## config.mk

```make
export PLATFORM = sky130hd
export DESIGN_NAME = alu_nibble_sequencer
export DESIGN_NICKNAME = d
export VERILOG_FILES = /design/src/rtl/alu_seq_pkg.sv /design/src/rtl/alu_nibble_sequencer.sv
export SDC_FILE = /design/constraint.sdc
export NUM_CORES = 1
export LEC_CHECK = 0
export ABC_AREA = 1
export CAP_MARGIN = 0
export CORE_ASPECT_RATIO = 0.75
export CORE_UTILIZATION = 40
export CTS_CLUSTER_SIZE = 12
export DETAILED_ROUTE_END_ITERATION = 10
export PLACE_DENSITY = 0.67
export REMOVE_ABC_BUFFERS = 1
export SYNTH_ARGS = -nofsm -noshare
export SYNTH_HDL_FRONTEND = slang
export SYNTH_SLANG_ARGS = --single-unit
```

## constraint.sdc

```tcl
create_clock -name clk -period 3.1 [get_ports clk]
set_input_delay 0.62 -clock clk [delete_from_list [all_inputs] [get_ports clk]]
set_output_delay 0.62 -clock clk [all_outputs]
set_load 0.005 [all_outputs]
```

## src/rtl/alu_seq_pkg.sv

```systemverilog
// Shared definitions for the nibble-serial ALU sequencer.
// Op codes as seen by the 4-bit slice, plus FSM state encoding.
package alu_seq_pkg;

  localparam logic [2:0] OP_AND = 3'b000;
  localparam logic [2:0] OP_OR  = 3'b001;
  localparam logic [2:0] OP_ADD = 3'b010;
  localparam logic [2:0] OP_SUB = 3'b110;
  localparam logic [2:0] OP_SLT = 3'b111;

  typedef enum logic [1:0] {
    S_IDLE = 2'd0,
    S_RUN  = 2'd1,
    S_DONE = 2'd2
  } state_t;

endpackage

```

## src/rtl/alu_nibble_sequencer.sv

```systemverilog
// Drives a word-wide ALU op through one external 4-bit slice,
// LSB nibble first, carry registered between passes.
module alu_nibble_sequencer
  import alu_seq_pkg::*;
#(
  parameter int NIBBLES = 4
) (
  input  logic                 clk,
  input  logic                 reset,
  input  logic                 in_valid,
  output logic                 in_ready,
  input  logic [4*NIBBLES-1:0] in_a,
  input  logic [4*NIBBLES-1:0] in_b,
  input  logic [2:0]           in_op,
  output logic                 out_valid,
  input  logic                 out_ready,
  output logic [4*NIBBLES-1:0] out_result,
  output logic                 out_cout,
  output logic                 out_overflow,
  output logic                 out_zero,
  output logic [3:0]           sl_a,
  output logic [3:0]           sl_b,
  output logic [2:0]           sl_op,
  output logic                 sl_cin,
  input  logic [3:0]           sl_result,
  input  logic                 sl_cout,
  input  logic                 sl_overflow
);

  localparam int W  = 4 * NIBBLES;
  localparam int IW = $clog2(NIBBLES);
  localparam logic [IW-1:0] LAST = IW'(NIBBLES - 1);

  state_t        state;
  logic [W-1:0]  a;
  logic [W-1:0]  b;
  logic [W-1:0]  acc;
  logic [2:0]    op;
  logic [IW-1:0] idx;
  logic          carry;

  logic          is_arith;
  logic          is_slt;
  logic          slt_bit;
  logic [W-1:0]  word;
  logic [W-1:0]  fin;
  logic [IW+1:0] base;

  assign in_ready = (state == S_IDLE);
  assign is_arith = (op == OP_ADD) || (op == OP_SUB);
  assign is_slt   = (op == OP_SLT);
  assign slt_bit  = sl_result[3] ^ sl_overflow;
  assign word     = {sl_result, acc[W-5:0]};
  assign fin      = is_slt ? {{(W-1){1'b0}}, slt_bit} : word;
  assign base     = {idx, 2'b00};

  // Present the current nibble to the slice; quiet outside RUN.
  always_comb begin
    sl_a   = '0;
    sl_b   = '0;
    sl_op  = '0;
    sl_cin = 1'b0;
    if (state == S_RUN) begin
      sl_a   = a[base +: 4];
      sl_b   = b[base +: 4];
      sl_op  = is_slt ? OP_SUB : op;
      sl_cin = carry;
    end
  end

  // Sequencer FSM with registered word-side results.
  always_ff @(posedge clk) begin
    if (reset) begin
      state        <= S_IDLE;
      a            <= '0;
      b            <= '0;
      op           <= '0;
      acc          <= '0;
      idx          <= '0;
      carry        <= 1'b0;
      out_valid    <= 1'b0;
      out_result   <= '0;
      out_cout     <= 1'b0;
      out_overflow <= 1'b0;
      out_zero     <= 1'b1;
    end else begin
      unique case (state)
        S_IDLE: begin
          if (in_valid) begin
            a     <= in_a;
            b     <= in_b;
            op    <= in_op;
            idx   <= '0;
            carry <= in_op[2];
            state <= S_RUN;
          end
        end
        S_RUN: begin
          acc[base +: 4] <= sl_result;
          carry          <= sl_cout;
          if (idx == LAST) begin
            idx          <= '0;
            out_result   <= fin;
            out_cout     <= is_arith & sl_cout;
            out_overflow <= is_arith & sl_overflow;
            out_zero     <= (fin == '0);
            out_valid    <= 1'b1;
            state        <= S_DONE;
          end else begin
            idx <= idx + 1'b1;
          end
        end
        S_DONE: begin
          if (out_ready) begin
            out_valid <= 1'b0;
            state     <= S_IDLE;
          end
        end
        default: state <= S_IDLE;
      endcase
    end
  end

endmodule
```

# Word level (Yosys, flattened, before mapping)
# Cells that the tools add are included.
[word_totals]
regBits = 76
inputBits = 45
out_inout_bits = 33
elab_cells = 59
[classes]
n_addsub = 2
n_eq_ne = 9
shift = 4
muxes = 19
bitwise = 3
reduce_logical = 10
[op_table]
columns = ["op", "n"]
rows = [
  ["16-bit by 5-bit variable part select with 4-bit output", 2],
  ["16-bit bitwise mux", 1],
  ["16-bit zero test", 1],
  ["16-bit 2-to-1 mux", 1],
  ["4-bit by 6-bit variable shift with 16-bit output (first input constant)", 1],
  ["4-bit by 6-bit variable part select with 16-bit output", 1],
  ["2-bit 2-to-1 mux", 5],
  ["4-bit 2-to-1 mux", 2],
  ["3-bit == test (second input constant)", 2],
  ["3-bit 2-to-1 mux", 2],
  ["4-bit negation with 6-bit output", 1],
  ["2-bit case mux with 3 select lines", 1],
  ["2-bit AND reduction", 3],
  ["3-bit AND reduction", 2],
  ["2-bit == test (second input constant)", 2],
  ["1-bit 2-to-1 mux", 4],
  ["2-bit != test (second input constant)", 2],
  ["1-bit case mux with 2 select lines", 2],
  ["2-bit case mux with 2 select lines", 1],
  ["2-bit nonzero test", 2],
  ["3-bit by 2-bit == test with 1-bit output (second input constant)", 1],
  ["2-bit by 1-bit adder with 2-bit output (second input constant)", 1],
  ["1-bit AND", 2],
  ["2-bit by 1-bit == test with 1-bit output (second input constant)", 1],
  ["4 further kinds", 4],
]

# Logic depth before layout (Yosys ltp)
# Gate-level depths: netlist of run 1.
[logic_depth]
word_depth = 3
depth_mapped = 8
mapped_depth_nobuf = 8

# Worst setup path before layout of run 1
# No wires, ideal clock.
[synth_timing]
kind = "register to output"
startpoint = "register idx[1]"
endpoint = "output sl_a[0]"
t_arrival_ns = 1.051
required_ns = 2.480
path_slack_ns = 1.429
path_stages_with_launch = 6
n_path_buf = 1
path_cell_list = "dfxtp_1 > buf_4 > clkinv_1 > nor2_1 > o21ai_0 > a21oi_1"
[synth_via]
elab_chain_cells = 2
[synth_rtl]
columns = ["element", "line", "rtl"]
rows = [
  ["start: declaration", "alu_nibble_sequencer.sv:39", "logic [IW-1:0] idx;"],
  ["start signal: assignment", "alu_nibble_sequencer.sv:110", "idx <= idx + 1'b1;"],
  ["16-bit by 5-bit variable part select with 4-bit output", "alu_nibble_sequencer.sv:64", "sl_a = a[base +: 4];"],
  ["4-bit 2-to-1 mux", "alu_nibble_sequencer.sv:63", "if (state == S_RUN) begin"],
  ["end: declaration", "alu_nibble_sequencer.sv:21", "output logic [3:0] sl_a,"],
]
# No other way between the ends.

# Final worst setup path of run 1
[layout_timing]
startpoint = "register idx[0]"
endpoint = "output sl_a[2]"
# The elaborated chain is that of the path after synthesis.

==> results.json, run 1 <==
{
  "wire_per_inst_um": 13.0,
  "ant_nets": 0,
  "synth.area.top_cells": "dfxtp_1 45%, nor2_1 15%, o21ai_0 12%",
  "ys_warn_count": 0,
  "synth_top_area_cell": "dfxtp_1",
  "path_delay_family": "buffers and inverters",
  "grt_max_degree": 57,
  "synth_top_area_share_pct": 45.0,
  "fin_tns_setup_ns": 0,
  "cp_max_fo": 21,
  "cts_buffer_depth": 2,
  "ys.flop_type": "dfxtp_1",
  "maxSlewViolCount": 0,
  "core_area_um2": 7530,
  "critical_path.slowest_cell": "dfxtp_1",
  "skew_ns": 0.00682,
  "busiest_layer": "met2",
  "outcome": "completed",
  "rsz0062_at_grt": "no",
  "fin_nets": 550,
  "clkSinkCount": 72,
  "required_ns": 2.48,
  "fillers": 721,
  "cp_data_arrival_time_ns": 2.10,
  "drc": 0,
  "die_x_um": 105,
  "grt_pass1_wl_um": 12900,
  "routabilityCongestion": 0.751,
  "stdcell_count": 606,
  "setup_slack_ns": 0.382,
  "yosysMostFrequentCell": "nor2_1",
  "cp-startpoint": "idx[0]",
  "leakage_nw": 1.63,
  "critPathCaptureType": "output port",
  "antenna_cells": 0,
  "critical_path_class": "register to output port",
  "die_h_um": 79.5,
  "path_clk_slew_ns": 0.07,
  "cts.htree.levels": 3,
  "async_flop_share_pct": 0,
  "tightest_slew_ns": 0.771,
  "min_period_ns": 2.72,
  "rr_worst_depth": 7,
  "p_per_area_nw_per_um2": 529,
  "area_delta_synth_final_pct": 31.4,
  "cts-root-buf": "clkbuf_8",
  "synth_cell_type_count": 26,
  "worstReg2RegEnd": "acc[10]",
  "hold_viol": 0,
  "cts-buffers-inserted": 9,
  "final_area_um2": 4200,
  "met2_usage_pct": 28.6,
  "rows": 27,
  "grt_usage_pct": 19.5,
  "holdCritPathClass": "register to register",
  "clock_latency_ns": 0.34,
  "multiInputGateArea_um2": 1490,
  "dp_slack_ns": 0.572,
  "seq_area_frac_synth_pct": 45.0,
  "antenna_found_initial": 0,
  "setup.worst_path.end": "sl_a[2]",
  "cp_slowest_stage_delay_ns": 0.52,
  "crit_buf_inv": 2,
  "synthTopCellsByCount": "125 x nor2_1, 77 x o21ai_0, 72 x dfxtp_1",
  "reg2reg_slack_ns": 1.13,
  "ys_ff_latch": 72,
  "port_buffers": 77,
  "regArea_um2": 1440,
  "startpoint_type": "register",
  "synthCells": 432,
  "synth-edff-count": 0,
  "start_util_pct": 42.5,
  "die_area_um2": 8370,
  "num_vias": 3011,
  "max_freq_mhz": 368,
  "worst-path-stages": 4,
  "syn_avg_cell_area_um2": 7.41,
  "via_per_inst": 4.97,
  "r2r-start": "idx[0]",
  "post_dp_cell_area_um2": 3950,
  "maxCapViolCount": 0,
  "finish.utilization_pct": 55.8,
  "crit_chain": "clkinvlp_4 > o21ai_0 > a21oi_1 > clkdlybuf4s50_1",
  "layout-drive-gt1-share_pct": 8.51,
  "setup_viol": 0,
  "ir_worst_vdd_v": 0.000215,
  "dpl.hpwl_um": 5210,
  "drt-initial-drc-count": 170,
  "p_total_mw": 2.23,
  "dp.cells": 590,
  "gr-usage-met1_pct": 27.7,
  "whs_ns": 0.471,
  "grt_pass1_vias": 2662,
  "firstDrtPassIters": 7,
  "wl_um": 7880,
  "grt_overflow": 0,
  "fin_crit_sh_pct": 87.7,
  "slew-limit-headroom_pct": 48.5,
  "hold_buffers": 0,
  "io_pins": 78,
  "gr-usage-met3_pct": 6.12,
  "syn_area_um2": 3200,
  "tritoncts": "built"
}
-- area by class of cell --
class,count,area share (%)
Clock inverter,5,2.44
Sequential cell,72,34.3
Tap cell,101,3.01
Timing Repair Buffer,82,19.2
Clock buffer,11,3.60
Multi-Input combinational cell,315,35.4
Inverter,20,1.99
-- registers in the layout (all words and copies together), names as in the netlist --
register	cells
b	16
out_valid	1
out_zero	1
op	3
out_overflow	1
carry	1
state	2
idx	2
acc	12
out_result	16
a	16
out_cout	1
-- worst reg2reg max path: stages, from the launching register on --
cell        delay [ns]
dfxtp_1           0.52
clkinvlp_4        0.40
ha_1              0.39
inv_1             0.19
nand2_1           0.08
nor2_1            0.10
nand3_1           0.08
a21oi_1           0.15
-- cells in the final DEF, fill, tap and decap left out, types with 2 or more instances in the layout --
| cell | instances |
|---|---|
| nand2_2 | 2 |
| clkbuf_8 | 11 |
| inv_2 | 3 |
| nand4_1 | 6 |
| a31oi_1 | 2 |
| clkdlybuf4s50_1 | 77 |
| nor2_2 | 2 |
| bufinv_16 | 3 |
| clkinvlp_4 | 2 |
| buf_4 | 5 |
| nand3_1 | 11 |
| o21ai_0 | 77 |
| a21oi_2 | 9 |
| inv_4 | 2 |
| nor2_1 | 125 |
| nand2_1 | 36 |
| dfxtp_1 | 72 |
| inv_1 | 13 |
| a21oi_1 | 35 |
| ha_1 | 5 |
-- worst min-delay path by stage --
stage                       from     end  slack, ns  cells after the start
after CTS                 acc[6]  acc[6]       0.47                      2
after global routing        b[3]    b[3]       0.50                      2
after global placement      a[6]    a[6]       0.46                      2
after detailed placement  acc[6]  acc[6]       0.46                      2
final                     acc[6]  acc[6]       0.47                      2
after floorplan           acc[6]  acc[6]       0.44                      2
-- kinds of logic (layout without fill, tap and decap cells) --
logic type                 after synthesis  in the layout  synth area share (%)
and+or+nand+nor                        186            186                  24.0
AOI/OAI and AO/OA                      124            124                  20.6
DFF                                     72             72                  45.0
buffers and inverters                   45            118                  8.41
adders and majority gates                5              5                  1.95
-- layer usage --
| metal | routed length, um | vias to the layer above |
|---|---|---|
| met4 | 65 | 0 |
| met1 | 4170 | 1371 |
| met2 | 3210 | 78 |
| met5 | 0 | - |
| li1 | - | 1555 |
| met3 | 437 | 7 |
-- power by group --
part           leakage (nW)  internal (mW)  switching (mW)  total (mW)
clock network         0.126          0.577           0.350       0.928
logic                 0.916          0.133           0.161       0.294
registers             0.590          0.973          0.0305        1.00
total                  1.63           1.68           0.542        2.23
-- what timing repair did --
item	in CTS	in global routing
endpoints found under the setup margin	0	2
resized for setup	0	1
buffers inserted	0	0
Power figures use the tool's default switching activity.
==> run 2: changes to the inputs <==
--- a/config.mk
+++ b/config.mk
@@ -5,7 +5,6 @@
 export SDC_FILE = /design/constraint.sdc
 export NUM_CORES = 1
 export LEC_CHECK = 0
-export ABC_AREA = 1
 export CAP_MARGIN = 0
 export CORE_ASPECT_RATIO = 0.75
 export CORE_UTILIZATION = 40
==> run 2 against run 1 <==
Effect of this change:
- area after synthesis decreased by 4.8%
- flip-flop and latch count stayed put
- cell area shrank 2.2%
- largest cell class unchanged
- largest power group unchanged
==> results.json, run 2 <==
{
  "grt_pass1_vias": 2489,
  "die_h_um": 77.6,
  "ys_ff_latch": 72,
  "path_delay_family": "flip-flops",
  "min_period_ns": 2.88,
  "critical_path_class": "register to output port",
  "maxSlewViolCount": 0,
  "seq_area_frac_synth_pct": 47.3,
  "dpl.hpwl_um": 5050,
  "synth_top_area_cell": "dfxtp_1",
  "setup_viol": 0,
  "startpoint_type": "register",
  "synth_fa_ha_area_share_pct": 2.05,
  "die_x_um": 103,
  "hold_depth": 2,
  "drt-initial-drc-count": 173,
  "cts_setup_buffers": 0,
  "synthTopCellsByCount": "78 x nand2_1, 72 x dfxtp_1, 43 x a21oi_1",
  "clock_latency_ns": 0.34,
  "via_per_inst": 5.11,
  "max_freq_mhz": 347,
  "tightest_slew_ns": 0.639,
  "fin_tns_setup_ns": 0,
  "maxCapViolCount": 0,
  "crit_chain": "mux4_1 > and2_1 > clkdlybuf4s50_1",
  "ir_worst_vdd_v": 0.000230,
  "grt_max_degree": 43,
  "io_pins": 78,
  "die_area_um2": 7970,
  "cp_data_arrival_time_ns": 2.26,
  "grt_pass1_wl_um": 12000,
  "path_clk_slew_ns": 0.07,
  "final_area_um2": 4110,
  "ant_nets": 0,
  "synth_top_family_by_area": "simple AND/OR/NAND/NOR gates",
  "cp_slowest_stage_delay_ns": 0.70,
  "p_per_area_nw_per_um2": 518,
  "num_vias": 2610,
  "dp_slack_ns": 0.555,
  "dp.cells": 495,
  "p_total_mw": 2.13,
  "fin_nets": 455,
  "syn_avg_cell_area_um2": 9.09,
  "cp_max_fo": 9,
  "stdcell_count": 511,
  "synth_xor_xnor_area_share_pct": 0.287,
  "hold_viol": 0,
  "synth_mux_area_share_pct": 6.04,
  "cts-root-buf": "clkbuf_8",
  "rsz0062_at_grt": "no",
  "grt_usage_pct": 19.3,
  "leakage_nw": 1.53,
  "critical_path.slowest_cell": "dfxtp_1",
  "synth-edff-count": 0,
  "hold_buffers": 0,
  "ys.flop_type": "dfxtp_1",
  "synth_cell_type_count": 36,
  "start_util_pct": 41.4,
  "cts_buffer_depth": 2,
  "synth.area.top_cells": "dfxtp_1 47%, nand2_1 9.6%, a21oi_1 7.1%",
  "final_cell_mix": "78 x nand2_1, 76 x clkdlybuf4s50_1, 72 x dfxtp_1",
  "cts-buffers-inserted": 9,
  "post_dp_cell_area_um2": 3860,
  "yosysMostFrequentCell": "nand2_1",
  "layout-drive-gt1-share_pct": 9.76,
  "ys_warn_count": 0,
  "critPathCaptureType": "output port",
  "rows": 27,
  "synthCells": 335,
  "synth_compound_area_share_pct": 15.4,
  "rr_worst_depth": 6,
  "holdCritPathClass": "register to register",
  "fin_crit_sh_pct": 92.8,
  "cts.htree.levels": 3,
  "async_flop_share_pct": 0,
  "required_ns": 2.48,
  "syn_area_um2": 3050,
  "largestRegisters": "a (16), b (16), out_result (16)",
  "clkSinkCount": 72,
  "port_buffers": 77,
  "synth_top_area_share_pct": 47.3,
  "worst-path-stages": 3,
  "wl_um": 7290,
  "setup_slack_ns": 0.222,
  "area_delta_synth_final_pct": 34.9,
  "outcome": "completed",
  "ctsResizeCount": 0,
  "crit_buf_inv": 1,
  "slew-limit-headroom_pct": 57.3,
  "skew_ns": 0.00658,
  "core_area_um2": 7360,
  "tritoncts": "built",
  "firstDrtPassIters": 5,
  "wire_per_inst_um": 14.3,
  "grt_overflow": 0,
  "routabilityCongestion": 0.754,
  "drc": 0,
  "antenna_cells": 0,
  "final_common_cell": "nand2_1",
  "synth-simple-area-share_pct": 24.3,
  "antenna_found_initial": 0
}
## run 2: cell count changes after synthesis, moves of 9 or more
cell	delta
nand3_1	-9
inv_1	-12
a21oi_2	-9
and2_1	+12
o21ai_0	-77
nand2_1	+42
nor2_1	-93
a22oi_1	+27
## run 2: area by class of cell
class,count,area (um2)
Timing Repair Buffer,82,816
Inverter,2,7.51
Fill cell,694,3250
Tap cell,101,126
Clock buffer,11,151
Clock inverter,5,103
Sequential cell,72,1440
Multi-Input combinational cell,238,1470
## run 2: cell families after synthesis
kind of cell | after synthesis
adders and majority gates | 5
xor gates and xnor gates | 1
AOI/OAI and AO/OA | 75
and+or+nand+nor | 149
muxes | 8
DFF | 72
buffers and inverters | 25
## run 2: worst paths after layout
check | start | endpoint | slack (ns)
max | idx[0] | sl_a[3] | 0.22
min | a[8] | a[8] | 0.46
max reg2reg | idx[0] | out_result[11] | 0.66
min reg2reg | a[8] | a[8] | 0.46
## run 2: metal layers
metal | part of all wire, % | vias to the layer above | GRT usage, %
met1 | 48 | 1244 | 27.0
met2 | 46 | 65 | 29.1
met4 | 0.40 | 0 | 5.07
li1 | - | 1299 | -
met3 | 5.2 | 2 | 5.32
met5 | 0 | - | 0
## run 2: per-stage QoR
step                util (%)  hold WS [ns]
global placement        52.4         0.441
finish                  55.8         0.458
detailed placement      52.4         0.446
CTS                     55.8         0.456
global route            55.8         0.480
floorplan                  -         0.425
## run 2: power breakdown
group / internal (mW) / switching, mW
Sequential: 0.960 / 0.0315
Combinational: 0.120 / 0.107
Clock: 0.577 / 0.337
Total: 1.66 / 0.475
## run 2: worst min-delay path, stage by stage, from the launching register on
cell     delay [ns]
dfxtp_1        0.31
nand2_1        0.05
a21oi_1        0.05
==> run 3: changes to the inputs <==
--- a/config.mk
+++ b/config.mk
@@ -8,7 +8,7 @@
 export CAP_MARGIN = 0
 export CORE_ASPECT_RATIO = 0.75
 export CORE_UTILIZATION = 40
-export CTS_CLUSTER_SIZE = 12
+export CTS_CLUSTER_SIZE = 30
 export DETAILED_ROUTE_END_ITERATION = 10
 export PLACE_DENSITY = 0.67
 export REMOVE_ABC_BUFFERS = 1
==> results of run 3 <==
The final DEF is identical to that of run 2; final timing and power are the same.
